### config.mk
export PLATFORM = sky130hd
export DESIGN_NAME = fetch_unit
export DESIGN_NICKNAME = d
export VERILOG_FILES = /design/src/rtl/fetch_unit_pkg.sv /design/src/rtl/fetch_unit_pc_reg.sv /design/src/rtl/fetch_unit.sv
export SDC_FILE = /design/constraint.sdc
export NUM_CORES = 1
export LEC_CHECK = 0
export CAP_MARGIN = 20
export CORE_ASPECT_RATIO = 0.8
export CORE_UTILIZATION = 38
export DETAILED_ROUTE_END_ITERATION = 8
export GPL_ROUTABILITY_DRIVEN = 1
export HOLD_SLACK_MARGIN = 0.05
export PLACE_DENSITY = 0.7
export SLEW_MARGIN = 30
export SYNTH_ARGS = -nofsm -noshare
export SYNTH_HDL_FRONTEND = slang
export SYNTH_SLANG_ARGS = --single-unit
### constraint.sdc
create_clock -name clk -period 2.1 [get_ports clk]
set_input_delay 0.315 -clock clk [delete_from_list [all_inputs] [get_ports clk]]
set_output_delay 0.315 -clock clk [all_outputs]
set_load 0.01 [all_outputs]
### src/rtl/fetch_unit_pkg.sv
// Shared CPU definitions for the instruction fetch stage: NOP encoding,
// default reset vector and the fetch FSM state encoding.
package fetch_unit_pkg;

    localparam logic [31:0] NOP_INST         = 32'h0000_0013;
    localparam logic [31:0] DEFAULT_RESET_PC = 32'h0000_0000;

    typedef enum logic [1:0] {
        ST_FETCH = 2'd0,
        ST_WAIT  = 2'd1,
        ST_HOLD  = 2'd2,
        ST_DRAIN = 2'd3
    } fetch_state_e;

endpackage

### src/rtl/fetch_unit_pc_reg.sv
// Program counter: reset vector load, word-aligned redirect, and +4 advance
// (wrapping modulo 2^32).
module pc_reg
    import fetch_unit_pkg::*;
#(
    parameter logic [31:0] RESET_PC = DEFAULT_RESET_PC
) (
    input  logic        clk,
    input  logic        rst,
    input  logic        redirect_valid,
    input  logic [31:0] redirect_pc,
    input  logic        advance,
    output logic [31:0] pc
);

    always_ff @(posedge clk) begin
        if (rst) begin
            pc <= RESET_PC;
        end else if (redirect_valid) begin
            pc <= redirect_pc & ~32'h3;
        end else if (advance) begin
            pc <= pc + 32'd4;
        end
    end

endmodule

### src/rtl/fetch_unit.sv
// Instruction fetch stage: one outstanding memory request, an IF/ID output
// register with a one-entry hold buffer, and redirect/flush handling.
//
// Handshake: imem_req is a one-cycle strobe with imem_addr; exactly one
// imem_ack answers each request. The IF/ID register transfers to decode on
// any cycle with if_valid=1 and stall_in=0; while stalled it is held stable.
module fetch_unit
    import fetch_unit_pkg::*;
#(
    parameter logic [31:0] RESET_PC = DEFAULT_RESET_PC
) (
    input  logic         clk,
    input  logic         rst,
    input  logic         stall_in,
    input  logic         redirect_valid,
    input  logic [31:0]  redirect_pc,
    output logic         imem_req,
    output logic [31:0]  imem_addr,
    input  logic         imem_ack,
    input  logic [31:0]  imem_rdata,
    output logic         if_valid,
    output logic [31:0]  if_inst,
    output logic [31:0]  if_pc,
    output logic [31:0]  if_pc_plus4,
    output fetch_state_e dbg_state
);

    fetch_state_e state_q, state_d;
    logic [31:0]  pc;
    logic [31:0]  hold_q;
    logic [31:0]  if_inst_q;
    logic [31:0]  if_pc_q;
    logic         if_valid_q;
    logic         advance;
    logic         load_mem;
    logic         load_hold;
    logic         capture_hold;
    logic         out_free;

    assign out_free = !if_valid_q || !stall_in;

    pc_reg #(.RESET_PC(RESET_PC)) u_pc_reg (
        .clk            (clk),
        .rst            (rst),
        .redirect_valid (redirect_valid),
        .redirect_pc    (redirect_pc),
        .advance        (advance),
        .pc             (pc)
    );

    always_comb begin
        state_d      = state_q;
        advance      = 1'b0;
        load_mem     = 1'b0;
        load_hold    = 1'b0;
        capture_hold = 1'b0;
        case (state_q)
            ST_FETCH: state_d = ST_WAIT;
            ST_WAIT: begin
                if (imem_ack) begin
                    if (out_free) begin
                        load_mem = 1'b1;
                        advance  = 1'b1;
                        state_d  = ST_FETCH;
                    end else begin
                        capture_hold = 1'b1;
                        state_d      = ST_HOLD;
                    end
                end
            end
            ST_HOLD: begin
                if (!stall_in) begin
                    load_hold = 1'b1;
                    advance   = 1'b1;
                    state_d   = ST_FETCH;
                end
            end
            ST_DRAIN: if (imem_ack) state_d = ST_FETCH;
            default:  state_d = ST_FETCH;
        endcase
        // A redirect cancels every load; only a still-pending request forces DRAIN.
        if (redirect_valid) begin
            advance      = 1'b0;
            load_mem     = 1'b0;
            load_hold    = 1'b0;
            capture_hold = 1'b0;
            if ((state_q == ST_WAIT || state_q == ST_DRAIN) && !imem_ack) begin
                state_d = ST_DRAIN;
            end else begin
                state_d = ST_FETCH;
            end
        end
    end

    always_ff @(posedge clk) begin
        if (rst) state_q <= ST_FETCH;
        else     state_q <= state_d;
    end

    always_ff @(posedge clk) begin
        if (rst) begin
            if_valid_q <= 1'b0;
            if_inst_q  <= NOP_INST;
            if_pc_q    <= 32'h0;
            hold_q     <= 32'h0;
        end else if (redirect_valid) begin
            if_valid_q <= 1'b0;
            hold_q     <= 32'h0;
        end else begin
            if (capture_hold) hold_q <= imem_rdata;
            if (load_mem || load_hold) begin
                if_valid_q <= 1'b1;
                if_inst_q  <= load_hold ? hold_q : imem_rdata;
                if_pc_q    <= pc;
            end else if (if_valid_q && !stall_in) begin
                if_valid_q <= 1'b0;
            end
        end
    end

    // A redirect in FETCH suppresses the strobe so no stale request is left in flight.
    assign imem_req    = (state_q == ST_FETCH) && !rst && !redirect_valid;
    assign imem_addr   = pc;
    assign if_valid    = if_valid_q;
    assign if_inst     = if_inst_q;
    assign if_pc       = if_pc_q;
    assign if_pc_plus4 = if_pc_q + 32'd4;
    assign dbg_state   = state_q;

endmodule

==> results of run 1 <==
## Yosys cell counts, types with 3 or more instances
cell type / instances
a211oi_1: 5
o31ai_1: 5
xnor2_1: 24
nor3_1: 5
or3_1: 7
o2111a_1: 4
a32oi_1: 6
buf_2: 13
or4_1: 11
nand2_1: 86
nand3_1: 68
dfxtp_1: 127
nor4_1: 12
and4_1: 10
buf_4: 6
nor3b_1: 4
and3_1: 14
buf_1: 4
nor2_1: 26
inv_1: 12
nand4_1: 27
clkbuf_1: 55
mux2i_1: 33
a21oi_1: 96
ha_1: 6
xor2_1: 5
and2_1: 3
a311oi_1: 37
o211ai_1: 4
o21ai_0: 54
o311a_1: 3
## worst min path at each step
stage                            end  slack [ns]  depth (start not counted)
after floorplan            hold_q[0]        0.44                          2
after global placement    hold_q[15]        0.44                          2
after detailed placement   hold_q[1]        0.45                          2
after CTS                  if_pc[27]        0.28                          2
after global routing       if_pc[31]        0.31                          2
final                      if_pc[24]        0.29                          2
## layer usage
| layer | up-vias | wire (um) | track usage | share of wire |
|---|---|---|---|---|
| met2 | 307 | 9464 | 0.3464 | 0.43 |
| met4 | 0 | 216 | 0.05804 | 0.0098 |
| met5 | - | 0 | 0 | 0 |
| met3 | 21 | 1835 | 0.04943 | 0.083 |
| met1 | 3392 | 10470 | 0.3581 | 0.48 |
| li1 | 3511 | - | - | - |
## area by class of cell
class / count / area [um^2] / share of cell area
clock buffers: 24 / 511.7 / 0.05020
clock inverters: 5 / 102.6 / 0.01006
inverters: 13 / 51.30 / 0.005032
multi-input cells: 593 / 3890 / 0.3816
flip-flops and latches: 127 / 2560 / 0.2511
well taps: 220 / 275.3 / 0.02700
repair buffers: 305 / 2804 / 0.2750
## cell families after synthesis
logic type      synth area share
simple gates              0.2307
flops                     0.3877
mux                      0.05037
compound gates            0.2217
xor+xnor                 0.03873
buf+inv                  0.05876
other cells            0.0005719
fa+ha+maj                0.01145
## critical path: stages, from the launching register on
cell     delay [ns]
dfxtp_4        0.36
ha_4           0.14
nand3_4        0.09
nor4_4         0.29
buf_6          0.18
buf_6          0.11
nand4_1        0.08
xnor2_1        0.16
buf_2          0.14
## repair_timing
| action | 4_1_cts | 5_1_grt |
|---|---|---|
| resized for setup | 121 | 38 |
| hold endpoints to repair | 0 | 0 |
| pin swaps | 32 | 21 |
| setup buffers | 9 | 3 |
| setup endpoints to repair | 26 | 33 |
| cloned | 0 | 1 |
## per-stage QoR
step / hold WS (ns) / instances / cell area, um^2 / utilization
floorplan: 0.4360 / 812 / 6579 / -
CTS: 0.2764 / 1284 / 10020 / 0.5997
global route: 0.3099 / 1287 / 10190 / 0.6101
global placement: 0.4411 / 1246 / 9321 / 0.5578
detailed placement: 0.4465 / 1246 / 9321 / 0.5578
finish: 0.2873 / 1287 / 10190 / 0.6101
## report_power, final
| part | switching, mW | leakage, nW | internal [mW] | total (mW) |
|---|---|---|---|---|
| Sequential | 0.0816 | 1.04 | 2.51 | 2.59 |
| Combinational | 0.542 | 2.34 | 0.541 | 1.08 |
| Clock | 1.05 | 0.300 | 2.04 | 3.08 |
==> results.txt, run 1 <==
Status: complete, but fails checks
Violated checks: setup timing
Top_reg_cell synth: dfxtp_1
Worst Setup End Kind: primary output
CP Max Fanout: 5
Die X: 148.9 um
CP endpoint: if_pc_plus4[22]
CTS sink cnt: 127
Total Routed Length: 21,990 um
CP Data Required Time: 1.78 ns
Vias post-DR: 7,231
EDFF count, synth: 0
FF-to-FF Start: dbg_state[0]
Commonest non-fill, non-tap cell in the layout: clkdlybuf4s50_1
I/O Buffers: 192
Root Buffer: clkbuf_16
Initial antenna violation count: 0
Final GP Congestion: 0.8657
GRT Residual Overflow: 0
Hold Vio Cnt, Final: 0
Final #Nets: 1,132
Final slew viol count: 0
Yosys Warn Count: 0
Starting Density: 0.3924
TritonCTS Buffers: 17
Peak supply drop: 0.5397 mV
Core area: 0.01671 mm^2
Maximum root-to-sink buffer count: 2
Crit start category: register
Final min period: 2.296 ns
Reg2reg path depth: 7
Critical Path AT: 1.98 ns
Critical path launch point: if_pc[3]
Area contributors post-synth: dfxtp_1 (39%), a21oi_1 (7.3%), nand3_1 (5.2%)
Seq/Total Area, Yosys: 0.3877
Most frequent cells in the layout: clkdlybuf4s50_1 (163), dfxtp_1 (115), a21oi_1 (96)
# fillers: 1,479
CP Class: reg2out
Via density: 5.618
Dpl hpwl: 14,930 um
Share of the synthesized area in the top cell type: 0.3877
TNS Setup: -1.693 ns
Die area: 0.01779 mm^2
H-tree Lvls: 4
GRT Total Usage: 0.2393
Avg Inst Size Synth: 8.126 um^2
TritonRoute pass-1 iters: 5
Initial DRC Count: 491
Area leader, netlist: dfxtp_1
Final antenna-violating net count: 0
Endpoints failing setup: 17
P per Cell Area: 662.8 mW/mm^2
Final Skew: 0.009329 ns
Achievable frequency: 0.4356 GHz
Synthesized instance count: 807
Hold_buf cts: 0
Die height: 119.5 um
Leakage: 3.681 nW
DRC violations left: 0
Diodes inserted: 0
WL/cell: 17.08 um
TritonCTS clock tree: done
RSZ-0062 raised after global routing: true
Rows: 42
Post-Syn Area: 0.006558 mm^2
Vias in the first global route: 6,368
Unique masters post-synth: 58
First-pass GRT wire length: 33,920 um
Reg2Reg Setup Slack: 0.08 ns
Clock slew at reported path FFs: 0.06 ns
Share of layout cells above drive strength 1: 0.2062
PnR worst setup slack: -0.1956 ns
Asr flop ratio synth: 0
Hold Crit Start: rst
Worst R2R End: u_pc_reg.pc[12]
Worst slack, placed: -0.1309 ns
Overall power: 6.757 mW
Clk Latency, worst-skew pair: 0.42 ns
Pin count of the biggest net entering global routing: 66
Period utilisation layout: 1.093
Tightest Hold Check Type: in2reg
Yosys reg bits: 127
Max Cap Viol: 0
Layout Area Growth over Synthesis: 55.47%
IO Count: 201
Power figures use the tool's default switching activity.
==> run 2: changes to the inputs <==
Settings changed: CTS_CLUSTER_DIAMETER set to 200.
==> results of run 2 <==
Same layout as run 1: the final DEF is identical, and so are final timing and power.
==> run 3: changes to the inputs <==
Settings changed: PLACE_DENSITY 0.7 to 0.69, SYNTH_HIERARCHICAL set to 1.
==> run 3 against run 2 <==
  * The flow still finishes with violations (setup timing)
  * Final cell count increased by 1.6%
  * Worst setup slack better by 0.0077 ns
  * Count of clock-buffer cells in the layout fell by 1
  * Worst hold slack worse by 0.12 ns
  * Sequential share of layout area is 0.11 points lower
  * Global-route usage grew 1.3 points
  * Cell area is 1.9% higher
  * Sequential power about the same
  * Maximum frequency grew 0.34%
  * Combinational power is 12% lower
  * Synthesized cell count is 0.25% lower
==> results.txt, run 3 <==
EDFF count, synth: 0 (unchanged)
CTS sink cnt: 129 (was 127)
TritonRoute pass-1 iters: 5 (unchanged)
Critical path launch point: if_pc[2] (was if_pc[3])
Synthesized instance count: 805 (was 807)
Post-Syn Area: 0.006676 mm^2 (was 0.006558 mm^2)
CP Max Fanout: 4 (was 5)
Avg Inst Size Synth: 8.294 um^2 (was 8.126 um^2)
WL/cell: 17.76 um (was 17.08 um)
Tightest Hold Check Type: in2reg (unchanged)
Pin count of the biggest net entering global routing: 98 (was 66)
Most frequent cells in the layout: clkdlybuf4s50_1 (165), dfxtp_1 (120), a21oi_1 (109), buf_4 (109), nand2_1 (94) (was clkdlybuf4s50_1 (163), dfxtp_1 (115), a21oi_1 (96))
Seq/Total Area, Yosys: 0.3868 (was 0.3877)
Total Routed Length: 23,220 um (was 21,990 um)
Peak supply drop: 0.4959 mV (was 0.5397 mV)
Final GP Congestion: 0.9205 (was 0.8657)
Via density: 5.559 (was 5.618)
PnR worst setup slack: -0.1880 ns (was -0.1956 ns)
Starting Density: 0.3958 (was 0.3924)
Achievable frequency: 0.4371 GHz (was 0.4356 GHz)
TNS Setup: -2.082 ns (was -1.693 ns)
Vias in the first global route: 6,726 (was 6,368)
Initial DRC Count: 549 (was 491)
Final #Nets: 1,150 (was 1,132)
Most common cell in the netlist: dfxtp_1 (unchanged)
Area contributors post-synth: dfxtp_1 (39%), a21oi_1 (8.2%), nand2_1 (5.5%) (was dfxtp_1 (39%), a21oi_1 (7.3%), nand3_1 (5.2%))
Share of the synthesized area in the top cell type: 0.3868 (was 0.3877)
Max Cap Viol: 0 (unchanged)
Final min period: 2.288 ns (was 2.296 ns)
Rows: 42 (unchanged)
Leakage: 3.817 nW (was 3.681 nW)
Unique masters post-synth: 64 (was 58)
Die X: 150.2 um (was 148.9 um)
RSZ-0062 raised after global routing: true (unchanged)
CP Data Required Time: 1.78 ns (about the same)
Status: complete, but fails checks (unchanged)
Yosys reg bits: 129 (was 127)
CP Class: reg2out (unchanged)
Top_reg_cell synth: dfxtp_1 (unchanged)
Core area: 0.01687 mm^2 (was 0.01671 mm^2)
Slew HR: 0.6122
Design area: 0.01038 mm^2 (was 0.01019 mm^2)
Tightest hold margin: 0.1704 ns (was 0.2873 ns)
Die height: 120.6 um (was 119.5 um)
Violated checks: setup timing (unchanged)
TritonCTS Buffers: 17 (unchanged)
Area leader, netlist: dfxtp_1 (unchanged)
Post-synth top cells: dfxtp_1 (129), a21oi_1 (110), nand2_1 (97) (was dfxtp_1 (127), a21oi_1 (96), nand2_1 (86))
Hold Crit Start: rst (unchanged)
Worst slew pin tran: 0.5744 ns
Clk Latency, worst-skew pair: 0.41 ns (was 0.42 ns)
GRT Residual Overflow: 0 (unchanged)
DRC violations left: 0 (unchanged)
Root Buffer: clkbuf_16 (unchanged)
First-pass GRT wire length: 35,730 um (was 33,920 um)
FF-to-FF Start: dbg_state[0] (unchanged)
Crit start category: register (unchanged)
Clock slew at reported path FFs: 0.06 ns (about the same)
Maximum root-to-sink buffer count: 2 (unchanged)
IO Count: 201 (unchanged)
Critical Path AT: 1.97 ns (was 1.98 ns)
GRT Total Usage: 0.2527 (was 0.2393)
Vias post-DR: 7,265 (was 7,231)
Share of layout cells above drive strength 1: 0.2182 (was 0.2062)
Final slew viol count: 0 (unchanged)
TritonCTS clock tree: done (unchanged)
Initial antenna violation count: 1 (was 0)
I/O Buffers: 196 (was 192)
Layout Area Growth over Synthesis: 55.53% (was 55.47%)
Asr flop ratio synth: 0 (unchanged)
H-tree Lvls: 4 (unchanged)
Commonest non-fill, non-tap cell in the layout: clkdlybuf4s50_1 (unchanged)
Yosys Warn Count: 6 (was 0)
Die area: 0.01811 mm^2 (was 0.01779 mm^2)
Dpl hpwl: 15,850 um (was 14,930 um)
Worst Setup End Kind: primary output (unchanged)
Post-DP Area: 0.009487 mm^2 (was 0.009321 mm^2)
Period utilisation layout: 1.090 (was 1.093)
Hold Vio Cnt, Final: 0 (unchanged)
Endpoints failing setup: 20 (was 17)
P per Cell Area: 659.3 mW/mm^2 (was 662.8 mW/mm^2)
Final antenna-violating net count: 0 (unchanged)
Final Skew: 0.01014 ns (was 0.009329 ns)
run 3: final cells by class:
type                            count  area [um^2]
Clock inverter                      8        175.2
Fill cell                        1461         6485
Multi-Input combinational cell    592         3892
Inverter                           16        62.56
Timing Repair Buffer              318         2902
Tap cell                          220        275.3
Antenna cell                        1        2.502
Sequential cell                   129         2596
Clock buffer                       23        478.0
run 3: critical path, cell delays in order, from the launching register on:
cell,delay [ns]
dfxtp_2,0.35
ha_4,0.13
and4_4,0.24
nand4bb_1,0.16
buf_4,0.19
nor3_4,0.19
xor2_1,0.16
buf_2,0.14
run 3: cells by family (layout without fill, tap and decap cells):
group / after synthesis / count (layout) / synth area share
AO/OA/AOI/OAI: 223 / 223 / 0.2056
flip-flops: 129 / 129 / 0.3868
multiplexers: 33 / 33 / 0.04948
XOR/XNOR: 39 / 39 / 0.05116
adder cells (fa/ha/maj): 7 / 7 / 0.01312
other: 1 / 3 / 0.0005617
AND/OR/NAND/NOR: 288 / 288 / 0.2269
buffers and inverters: 85 / 365 / 0.06634
run 3: worst paths after layout:
| check | slack [ns] | end | cells past startpoint |
|---|---|---|---|
| min | 0.17 | dbg_state[1] | 2 |
| max | -0.19 | if_pc_plus4[22] | 7 |
| max reg2reg | -0.08 | u_pc_reg/pc[17] | 9 |
| min reg2reg | 0.45 | hold_q[18] | 2 |
run 3: stage by stage:
| step | worst slack, ns | cells | util | power [mW] |
|---|---|---|---|---|
| finish | -0.1880 | 1307 | 0.6156 | 6.846 |
| global route | -0.2830 | 1307 | 0.6156 | 7.066 |
| CTS | -0.2140 | 1298 | 0.6059 | 6.870 |
| detailed placement | -0.3242 | 1257 | 0.5624 | 3.583 |
| global placement | -0.2768 | 1257 | 0.5624 | 3.577 |
| floorplan | -0.2259 | 806 | - | 3.067 |
run 3: what timing repair did:
action                                  in CTS  in global routing
pin swaps                                   22                 25
hold endpoints to repair                     0                  0
gates cloned                                 1                  0
resized for setup                          124                 26
endpoints found under the setup margin      28                 41
hold buffers                                 0                  0
setup buffers                               10                  9
run 3: power breakdown:
| part | internal (mW) | switching (mW) |
|---|---|---|
| logic | 0.473 | 0.480 |
| registers | 2.53 | 0.0679 |
| clock network | 2.20 | 1.09 |
run 3: layer usage:
metal  share of wire  global-route usage  vias to the layer above
met5               0                   0                        -
met4           0.017             0.07386                        0
met3           0.081             0.05774                       27
met2            0.45              0.3819                      311
met1            0.45              0.3561                     3441
li1                -                   -                     3486
